### src/rtl/pipe_hazard_unit.sv
// Pipeline hazard unit: tracks the E/M/W producers to choose operand forwarding,
// raise load-use and multi-cycle stalls, and flush on a taken branch.
module pipe_hazard_unit #(
  parameter int DATA_W  = 32,
  parameter int RADDR_W = 5,
  parameter int MUL_LAT = 3
) (
  input  logic               iClk,
  input  logic               iReset,
  input  logic               iIssueValid,
  input  logic [RADDR_W-1:0] iRs,
  input  logic [RADDR_W-1:0] iRt,
  input  logic               iUseRs,
  input  logic               iUseRt,
  input  logic [RADDR_W-1:0] iWaddr,
  input  logic               iRegWrite,
  input  logic               iMemtoReg,
  input  logic               iMulti,
  input  logic               iBranchTaken,
  input  logic [DATA_W-1:0]  iRdataRs,
  input  logic [DATA_W-1:0]  iRdataRt,
  input  logic [DATA_W-1:0]  iAluResM,
  input  logic [DATA_W-1:0]  iResultW,
  output logic [DATA_W-1:0]  oOpA,
  output logic [DATA_W-1:0]  oOpB,
  output logic [1:0]         oFwdA,
  output logic [1:0]         oFwdB,
  output logic               oStallF,
  output logic               oStallD,
  output logic               oFlushD,
  output logic               oFlushE,
  output logic               oBusy
);

  typedef struct packed {
    logic               valid;
    logic [RADDR_W-1:0] waddr;
    logic               regWrite;
    logic               load;
  } StageEntry;

  localparam logic [3:0] mulLoad = 4'(MUL_LAT - 1);

  StageEntry          entE;
  StageEntry          entM;
  logic               wValid;
  logic               wRegWrite;
  logic [RADDR_W-1:0] wWaddr;
  logic [3:0]         busyCnt;

  logic matchEA, matchEB, matchMA, matchMB, matchWA, matchWB;
  logic busy, hazard, branch, enterE;

  function automatic logic srcMatch(input logic useFlag, input logic [RADDR_W-1:0] src,
                                    input logic valid, input logic regWrite,
                                    input logic [RADDR_W-1:0] waddr);
    return useFlag && (src != '0) && valid && regWrite && (src == waddr);
  endfunction

  // Everything is gated by iReset so the outputs are quiet while reset is held,
  // even before the clearing edge has arrived.
  always_comb begin
    matchEA = iReset && srcMatch(iUseRs, iRs, entE.valid, entE.regWrite, entE.waddr);
    matchEB = iReset && srcMatch(iUseRt, iRt, entE.valid, entE.regWrite, entE.waddr);
    matchMA = iReset && srcMatch(iUseRs, iRs, entM.valid, entM.regWrite, entM.waddr);
    matchMB = iReset && srcMatch(iUseRt, iRt, entM.valid, entM.regWrite, entM.waddr);
    matchWA = iReset && srcMatch(iUseRs, iRs, wValid, wRegWrite, wWaddr);
    matchWB = iReset && srcMatch(iUseRt, iRt, wValid, wRegWrite, wWaddr);
    busy    = iReset && (busyCnt != 4'd0);
    hazard  = iIssueValid && (matchEA || matchEB || (entM.load && (matchMA || matchMB)));
    branch  = iReset && iBranchTaken && !busy;
    enterE  = iIssueValid && !hazard && !branch;
  end

  assign oBusy   = busy;
  assign oStallF = busy || (hazard && !branch);
  assign oStallD = busy || (hazard && !branch);
  assign oFlushD = branch;
  assign oFlushE = branch || (hazard && !busy);

  // A load sitting in M has no data yet, so it never wins the forward mux.
  always_comb begin
    oFwdA = 2'b00;
    oOpA  = iRdataRs;
    if (matchMA && !entM.load) begin
      oFwdA = 2'b01;
      oOpA  = iAluResM;
    end else if (matchWA) begin
      oFwdA = 2'b10;
      oOpA  = iResultW;
    end
    oFwdB = 2'b00;
    oOpB  = iRdataRt;
    if (matchMB && !entM.load) begin
      oFwdB = 2'b01;
      oOpB  = iAluResM;
    end else if (matchWB) begin
      oFwdB = 2'b10;
      oOpB  = iResultW;
    end
  end

  // While busy the multi-cycle op parks in E and M receives bubbles.
  always_ff @(posedge iClk) begin
    if (!iReset) begin
      entE      <= '0;
      entM      <= '0;
      wValid    <= 1'b0;
      wWaddr    <= '0;
      wRegWrite <= 1'b0;
      busyCnt   <= 4'd0;
    end else begin
      wValid    <= entM.valid;
      wWaddr    <= entM.waddr;
      wRegWrite <= entM.regWrite;
      if (busy) begin
        entM    <= '0;
        busyCnt <= busyCnt - 4'd1;
      end else begin
        entM <= entE;
        if (enterE) begin
          entE.valid    <= 1'b1;
          entE.waddr    <= iWaddr;
          entE.regWrite <= iRegWrite;
          entE.load     <= iMemtoReg;
          if (iMulti) busyCnt <= mulLoad;
        end else begin
          entE <= '0;
        end
      end
    end
  end

endmodule

### config.mk
export PLATFORM = sky130hd
export DESIGN_NAME = pipe_hazard_unit
export DESIGN_NICKNAME = d
export VERILOG_FILES = /design/src/rtl/pipe_hazard_unit.sv
export SDC_FILE = /design/constraint.sdc
export NUM_CORES = 1
export LEC_CHECK = 0
export CAP_MARGIN = 40
export CELL_PAD_IN_SITES_DETAIL_PLACEMENT = 1
export CELL_PAD_IN_SITES_GLOBAL_PLACEMENT = 1
export CORE_MARGIN = 2
export CORE_UTILIZATION = 23
export CTS_CLUSTER_DIAMETER = 200
export DETAILED_ROUTE_END_ITERATION = 7
export PLACE_DENSITY_LB_ADDON = 0.1
export SYNTH_ARGS = -nofsm -noshare
export SYNTH_HDL_FRONTEND = slang
export SYNTH_SLANG_ARGS = --single-unit
### constraint.sdc
create_clock -name iClk -period 5.3 [get_ports iClk]
set_input_delay 0.53 -clock iClk [delete_from_list [all_inputs] [get_ports iClk]]
set_output_delay 0.53 -clock iClk [all_outputs]
set_load 0.01 [all_outputs]
==> summary by stage, run 1 <==
Timing
The final hold violation count is 0. The worst hold slack is roughly 470 ps. The final max-slew violation count is 0.

Setup repair after global routing left no endpoint under its margin. The minimum setup slack in the final design is 1084 ps. The worst clock skew is 4.237 ps. The setup TNS is 0 ps. In the finished design, the share of the clock period the worst path needs comes to 0.7955. Headroom to the max-slew limit came out at 0.5687. The actual slew at the worst max-slew pin is around 650 ps. The post-layout minimum cycle time is approximately 4200 ps. Based on the critical path, the design can be clocked at up to 237.2 MHz. Setup violations remaining at the end of the flow were counted as 0.

Drt
The first-iteration detailed-routing DRC count is approximately 110. The via count is ~3.5k. The post-route DRC violation count is 20. In the final routed layout, each cell accounts on average for 19.56 um. Using the TritonRoute via totals, the vias-per-cell ratio works out to 4.843.

The detail route stage leaves a number of antenna-violating nets equal to 0. The count of TritonRoute iterations in the first routing pass is 6. Wires add up to approximately 14000 um.

Yosys
Synthesis inferred 27 register bits. The number of nets in the synthesized netlist is about 500. Of the post-synthesis cell area, the dominant cell type holds 0.2336.

In this run the cell area of the synthesized design comes to between 2000 and 3000 um^2. The library cell occupying the most area in the post-synthesis netlist is mux2i_1. Sorting the synthesized cells by area gives the leading types as mux2i_1, dfxtp_1, nand2_1. The primary flip-flop cell chosen by synthesis mapping is dfxtp_1. Of all flip-flops after synthesis, the portion carrying an async set or reset was 0.

The number of enable flip-flop cells after synthesis is 0. The unique cell type count in the Yosys netlist is 39. The average instance area after synthesis is roughly 7.6 um^2. The number of warning messages in the yosys log is 0. Synthesis produced 359 cells. The part of the Yosys area used for sequential elements is 0.1971.

Clock network
The number of buffers created by CTS is 3. After clock tree synthesis, the flow added hold-fix buffers numbering 0. The maximum count of clock buffers along a single path is 2. After clock tree synthesis, the repair step resized 0 gates. TritonCTS built the clock tree. The insertion delay to the later sink of the worst-skew pair is 260 ps. After clock tree synthesis, the clock-pin slew on the worst setup and hold paths is ~70 ps. The clock net in this run drives a total of 27 sinks. The setup fix buffers added after clock tree synthesis is 0.

The master cell of the clock root buffer is clkbuf_16. The depth of the CTS H-tree is 1.

Hold path
The type of the tightest min-delay check is reg2reg. The endpoint of the worst hold-timing path is wRegWrite. The launch point of the worst hold path is entM[1]. The depth of the worst hold-timing path is 1.

Job
Max-cap violations in this run came to 0.

Global route
The initial antenna violation count is 0. The number of global-route vias before repair is ~3.7k. The first global-routing pass estimated roughly 21000 um of wire.

Entering global routing, the biggest net connects between 60 and 70 pins. After global routing the overflow that remains totals 0. The global router's overall resource usage is 0.2099.

Final layout
The share of final-layout standard cells stronger than drive strength 1 is 0.04561. The top cell types in the final layout, fill and taps aside, are clkdlybuf4s50_1, nand2_1, mux2i_1, o21ai_1, dfxtp_1. The leading cell type in the layout, fill and taps excluded is clkdlybuf4s50_1. At the end of the flow, the number of nets in the layout was between 700 and 800. The repair_antennas step left the layout with diodes totalling 0. The growth of design area from synthesis to finish is 90.19%.

Placed design
The placer congestion estimate is 0.8681. Port buffering added 224 buffers. Prior to clock tree synthesis, the placed netlist has a worst setup slack of 1045 ps. After legalization and detailed placement, the total HPWL measured 11640 um.

Critical path
At the worst endpoint, the arrival time is approximately 3700 ps. The worst path required time is ~4800 ps. The flop-to-flop setup slack is 3250 ps.

The startpoint type of the worst setup path is an input port. In this run the worst path has a maximum fanout of 39. The worst register-to-register path begins at entE[3]. The path type of the worst setup path is in2out.

STA classifies the critical path endpoint as a primary output. The worst register-to-register path ends at busyCnt[1]. For the worst flop-to-flop path, the logic depth is 6.

Pwr
The sum of internal, switching and leakage power is around 900 uW. The standby leakage power is between 1.5 and 2 nW. The worst ir drop on vdd is 0.1402 mV. For this design the ratio of total power to cell area is between 150 and 200 nW/um^2.

Status
The flow ran to the end, but the final reports show violations. The checks that failed: design-rule violations.

Floorplan
The area of the core region is 11520 um^2. For this configuration, the core starts out at a cell density of 0.2382. Measured along the y axis, the die boundary spans roughly 110 um. The top-level I/O count is about 230. The row count is 39. The die is roughly 110 um wide.

The floorplan die area is 12810 um^2.
[synth_stat cells, types with 7 or more instances]
library cell and n:
xnor2_1 24, nand2_1 74, xor2_1 9, clkbuf_1 7, o21ai_1 40, o21ai_0 26, dfxtp_1 27, and2_1 8
and3_1 8, mux2i_1 64, buf_2 16
[where the power goes]
| part | internal [mW] | switching [mW] | total (mW) |
|---|---|---|---|
| Clock | 0.102 | 0.0736 | 0.176 |
| Sequential | 0.236 | 0.0318 | 0.268 |
| Combinational | 0.263 | 0.193 | 0.456 |
[layout make-up]
cell class | instances | area [um^2]
Clock buffer | 3 | 75.07
Clock inverter | 1 | 5.005
Fill cell | 1401 | 6300
Inverter | 4 | 15.01
Multi-Input combinational cell | 304 | 2095
Sequential cell | 27 | 540.5
Tap cell | 143 | 178.9
Timing Repair Buffer | 231 | 2307
[state kept, by name, summed over array words and instances, names as in the netlist]
signal and count:
wWaddr 5, wValid 1, busyCnt 4, wRegWrite 1, entM 8, entE 8
[worst max path at each step]
stage	from	end	slack (ps)	cells after the start
6_report	iRs[0]	oOpA[1]	1080	9
5_1_grt	iRs[3]	oOpA[1]	860	9
4_1_cts	iRs[0]	oOpA[1]	1050	9
3_5_place_dp	iRs[0]	oOpA[1]	1040	9
3_3_place_gp	iRs[0]	oOpA[1]	1060	9
2_1_floorplan	iRs[1]	oStallF	2550	7
[worst max-delay path, stage by stage]
cell and delay, ps:
clkdlybuf4s50_1 640, xnor2_1 160, nand4_1 170, nor4_2 360
nor2b_4 630, buf_12 280, nand2_1 70, o21ai_0 200
clkdlybuf4s50_1 630
[cells by family after synthesis]
| logic type | synth area share |
|---|---|
| AOI/OAI and AO/OA | 0.1761 |
| xor gates and xnor gates | 0.1054 |
| adders and majority gates | 0.009123 |
| buffers and inverters | 0.04699 |
| DFF | 0.1971 |
| muxes | 0.2336 |
| and+or+nand+nor | 0.2318 |
[metrics by stage]
step / cells / util / instance area, um^2
finish: 713 / 0.4530 / 5216
CTS: 713 / 0.4530 / 5216
detailed placement: 709 / 0.4460 / 5136
floorplan: 359 / - / 2743
global placement: 709 / 0.4460 / 5136
global route: 713 / 0.4530 / 5216
[routing by layer]
metal  vias to the layer above  track usage  share of wire
met2                       115       0.3976           0.52
met4                         0      0.04228          0.019
met5                         -            0              0
met3                        18      0.04392          0.075
li1                       1694            -              -
met1                      1626       0.2421           0.38
(Power assumes the default switching activity.)
==> inputs of run 2 (changes only) <==
- CORE_UTILIZATION: 23 -> 22
- clock period: 5.3 -> 3.95 ns (I/O delays scaled with it)
==> run 2 against run 1 <==
The flow now finishes without violations. Global-route usage decreased by 1.8 points. Count of clock-buffer cells in the layout unchanged. Worst setup slack worse by 720 ps. Wire length down 2.4%. Worst hold slack worse by 1.1 ps. Via count down 0.70%. Power rose by 35%. Non-clock buffer count is 4 higher. Combinational power is 35% higher. Critical path depth stayed put. Critical path type unchanged. Largest cell class unchanged.
==> summary by stage, run 2 (synthesized netlist as in run 1, its figures left out) <==
Final layout
The growth of design area from synthesis to finish is 94.34% (was 90.19%). The utilization of the core after routing is 0.4401 (was 0.4530). The share of final-layout standard cells stronger than drive strength 1 is 0.05226 (was 0.04561). The leading cell type in the layout, fill and taps excluded is clkdlybuf4s50_1 (unchanged).

Top flop regs: entE (8), entM (8), wWaddr (5) (unchanged). Leading cell types in the layout, fill and taps excluded: clkdlybuf4s50_1, nand2_1, mux2i_1, o21ai_1, dfxtp_1 (unchanged). The number of nets in the layout came to 729 (was 725).

Critical path
The flop-to-flop setup slack is 1810 ps (was 3250 ps). The startpoint type of the worst setup path is an input port (unchanged). The longest individual stage delay on the worst path is 640 ps (about the same).

Critical-path cell list: clkdlybuf4s50_1 > xnor2_1 > nand4_1 > nor4_2 > nor2b_4 > buf_12 > nand2_1 > o21ai_0 > clkdlybuf4s50_1 (unchanged). The worst path required time is 3560 ps (was 4770 ps). The end of the worst register-to-register path is busyCnt[1] (unchanged). The master of the slowest instance on the critical path is clkdlybuf4s50_1 (unchanged). The most common cell type on the critical path is clkdlybuf4s50_1 (unchanged). The number of cells on the worst reg-to-reg path is 6 (unchanged).

The path type of the worst setup path is in2out (unchanged). The kind of capture point of the worst setup path is a primary output (unchanged). The launch point of the worst reg-to-reg path was entE[3] (unchanged).

The critical path data arrival time came to 3190 ps (was 3690 ps). The highest fanout seen on the critical path is 28 (was 39).

Clock network
The depth of the CTS H-tree is 1 (unchanged). The TritonCTS clock tree is yes (unchanged). The insertion delay to the later sink of the worst-skew pair is 260 ps (about the same). The setup fix buffers added after clock tree synthesis is 0 (unchanged). The clock sink count was 27 (unchanged). The register clock-pin slew on the reported worst setup and hold paths is 60 ps (was 70 ps). The number of hold buffers added after CTS is 0 (unchanged).

The master cell of the clock root buffer is clkbuf_16 (unchanged). The maximum count of clock buffers along a single path came to 2 (unchanged). The number of buffers created by CTS is 3 (unchanged). The number of cells upsized or downsized after cts is 0 (unchanged).

Drt
The via count normalized by instance count is 4.615 (was 4.843). The first-iteration detailed-routing DRC count is 101 (was 112). The via count is 3429 (was 3453).

The count of TritonRoute iterations in the first routing pass is 4 (was 6). The wire length per cell is 18.32 um (was 19.56 um). The post-route DRC violation count came to 0 (was 20). The number of nets with antenna violations after routing is 0 (unchanged). The wire length after detailed routing is 13620 um (was 13950 um).

Hold path
The type of the tightest min-delay check is reg2reg (unchanged). The endpoint of the worst hold-timing path is wRegWrite (unchanged). The depth of the worst hold-timing path is 1 (unchanged). The launch point of the worst hold path is entM[1] (unchanged).

Placed design
The placer congestion estimate is 0.8684 (was 0.8681). The final HPWL from detailed placement is 11320 um (was 11640 um). The number of port buffers is 224 (unchanged).

Timing
For this run, the top clock speed supported by timing is around 280 MHz. The final hold violation count was 0 (unchanged). The routed design could run at a clock period as short as 3586 ps. The actual slew at the worst max-slew pin was 480.3 ps (was 645.6 ps).

The final max-slew violation count is 0 (unchanged). The worst clock skew is 2.643 ps (was 4.237 ps). Dividing the final minimum period by the clock period gives 0.9078.

The setup TNS is 0 ps (unchanged). Setup repair after global routing missed its margin: false (unchanged). The setup violation total in the final timing report is 0 (unchanged). The worst relative slew slack was 0.6791 (was 0.5687).

Floorplan
The floorplan die area is 13380 um^2 (was 12810 um^2). The row count is 40 (was 39). The area of the core region is 12110 um^2 (was 11520 um^2). The top-level I/O count is 225 (unchanged). The die outline width came to 115.7 um (was 113.2 um).

The floorplan die height is 115.7 um (was 113.2 um). The initial core utilization is 0.2264 (was 0.2382).

Global route
The first-pass GRT wire length came to 19990 um (was 21270 um). The number of global-route vias before repair is 3569 (was 3669). The largest net degree at the start of global routing is 44 (was 67). The final global-route overflow total came to 0 (unchanged). The initial antenna violation count is 0 (unchanged). The global router's overall resource usage is 0.1918 (was 0.2099).

Job
The total of max-cap violations came to 0 (unchanged).

Status
Outcome: finished, final reports clean (was finished with violations).

Pwr
The ratio of total power to cell area is 226.9 nW/um^2 (was 172.4 nW/um^2). The worst ir drop on vdd is 0.2003 mV (was 0.1402 mV). The sum of internal, switching and leakage power is 1.210 mW (was 899.1 uW). The standby leakage power is 1.749 nW (was 1.718 nW).
## run 2: power breakdown
group	switching, mW	total [mW]	internal [mW]
sequential	0.0453	0.362	0.317
clock	0.0949	0.232	0.137
combinational	0.261	0.616	0.355
total	0.401	1.21	0.809
## run 2: final cells by class
cell class,count,area [um^2]
repair buffers,235,2387
clock buffers,3,75.07
flip-flops and latches,27,540.5
diodes,1,2.502
inverters,4,15.01
multi-input cells,304,2095
well taps,168,210.2
fillers,1438,6782
clock inverters,1,5.005
## run 2: worst max-delay path by stage
stage,from,slack (ps),endpoint
final,iRs[0],360,oOpA[16]
after floorplan,iRs[1],1470,oStallF
after CTS,iRs[0],330,oOpA[16]
after global placement,iRs[0],400,oOpA[16]
after detailed placement,iRs[0],320,oOpA[16]
after global routing,iRs[0],170,oOpA[19]
## run 2: worst max-delay path, delay by kind of cell
| family | cells | cell delay (ps) |
|---|---|---|
| AO/OA/AOI/OAI | 1 | 100 |
| XOR/XNOR | 1 | 170 |
| buffers and inverters | 3 | 1450 |
| AND/OR/NAND/NOR | 4 | 1060 |
## run 2: metrics by stage
step | cell area, um^2 | hold slack, ps | cells | setup WS (ps)
6_report | 5330 | 468.4 | 743 | 364.3
3_5_place_dp | 5248 | 450.7 | 738 | 322.7
4_1_cts | 5328 | 476.6 | 742 | 325.1
3_3_place_gp | 5248 | 440.0 | 738 | 403.4
2_1_floorplan | 2743 | 434.4 | 359 | 1472
5_1_grt | 5328 | 497.7 | 742 | 172.7
## run 2: per-layer routing
metal	wire, um	track usage	up-vias	share of wire
li1	-	-	1704	-
met1	5561	0.2275	1598	0.41
met2	6978	0.3595	115	0.51
met3	875	0.03347	12	0.064
met4	200	0.04286	0	0.015
met5	0	0	-	0
==> inputs of run 3 (changes only) <==
- SLEW_MARGIN: default -> 15
==> results of run 3 <==
No change in the layout: final DEF, timing and power equal those of run 2.
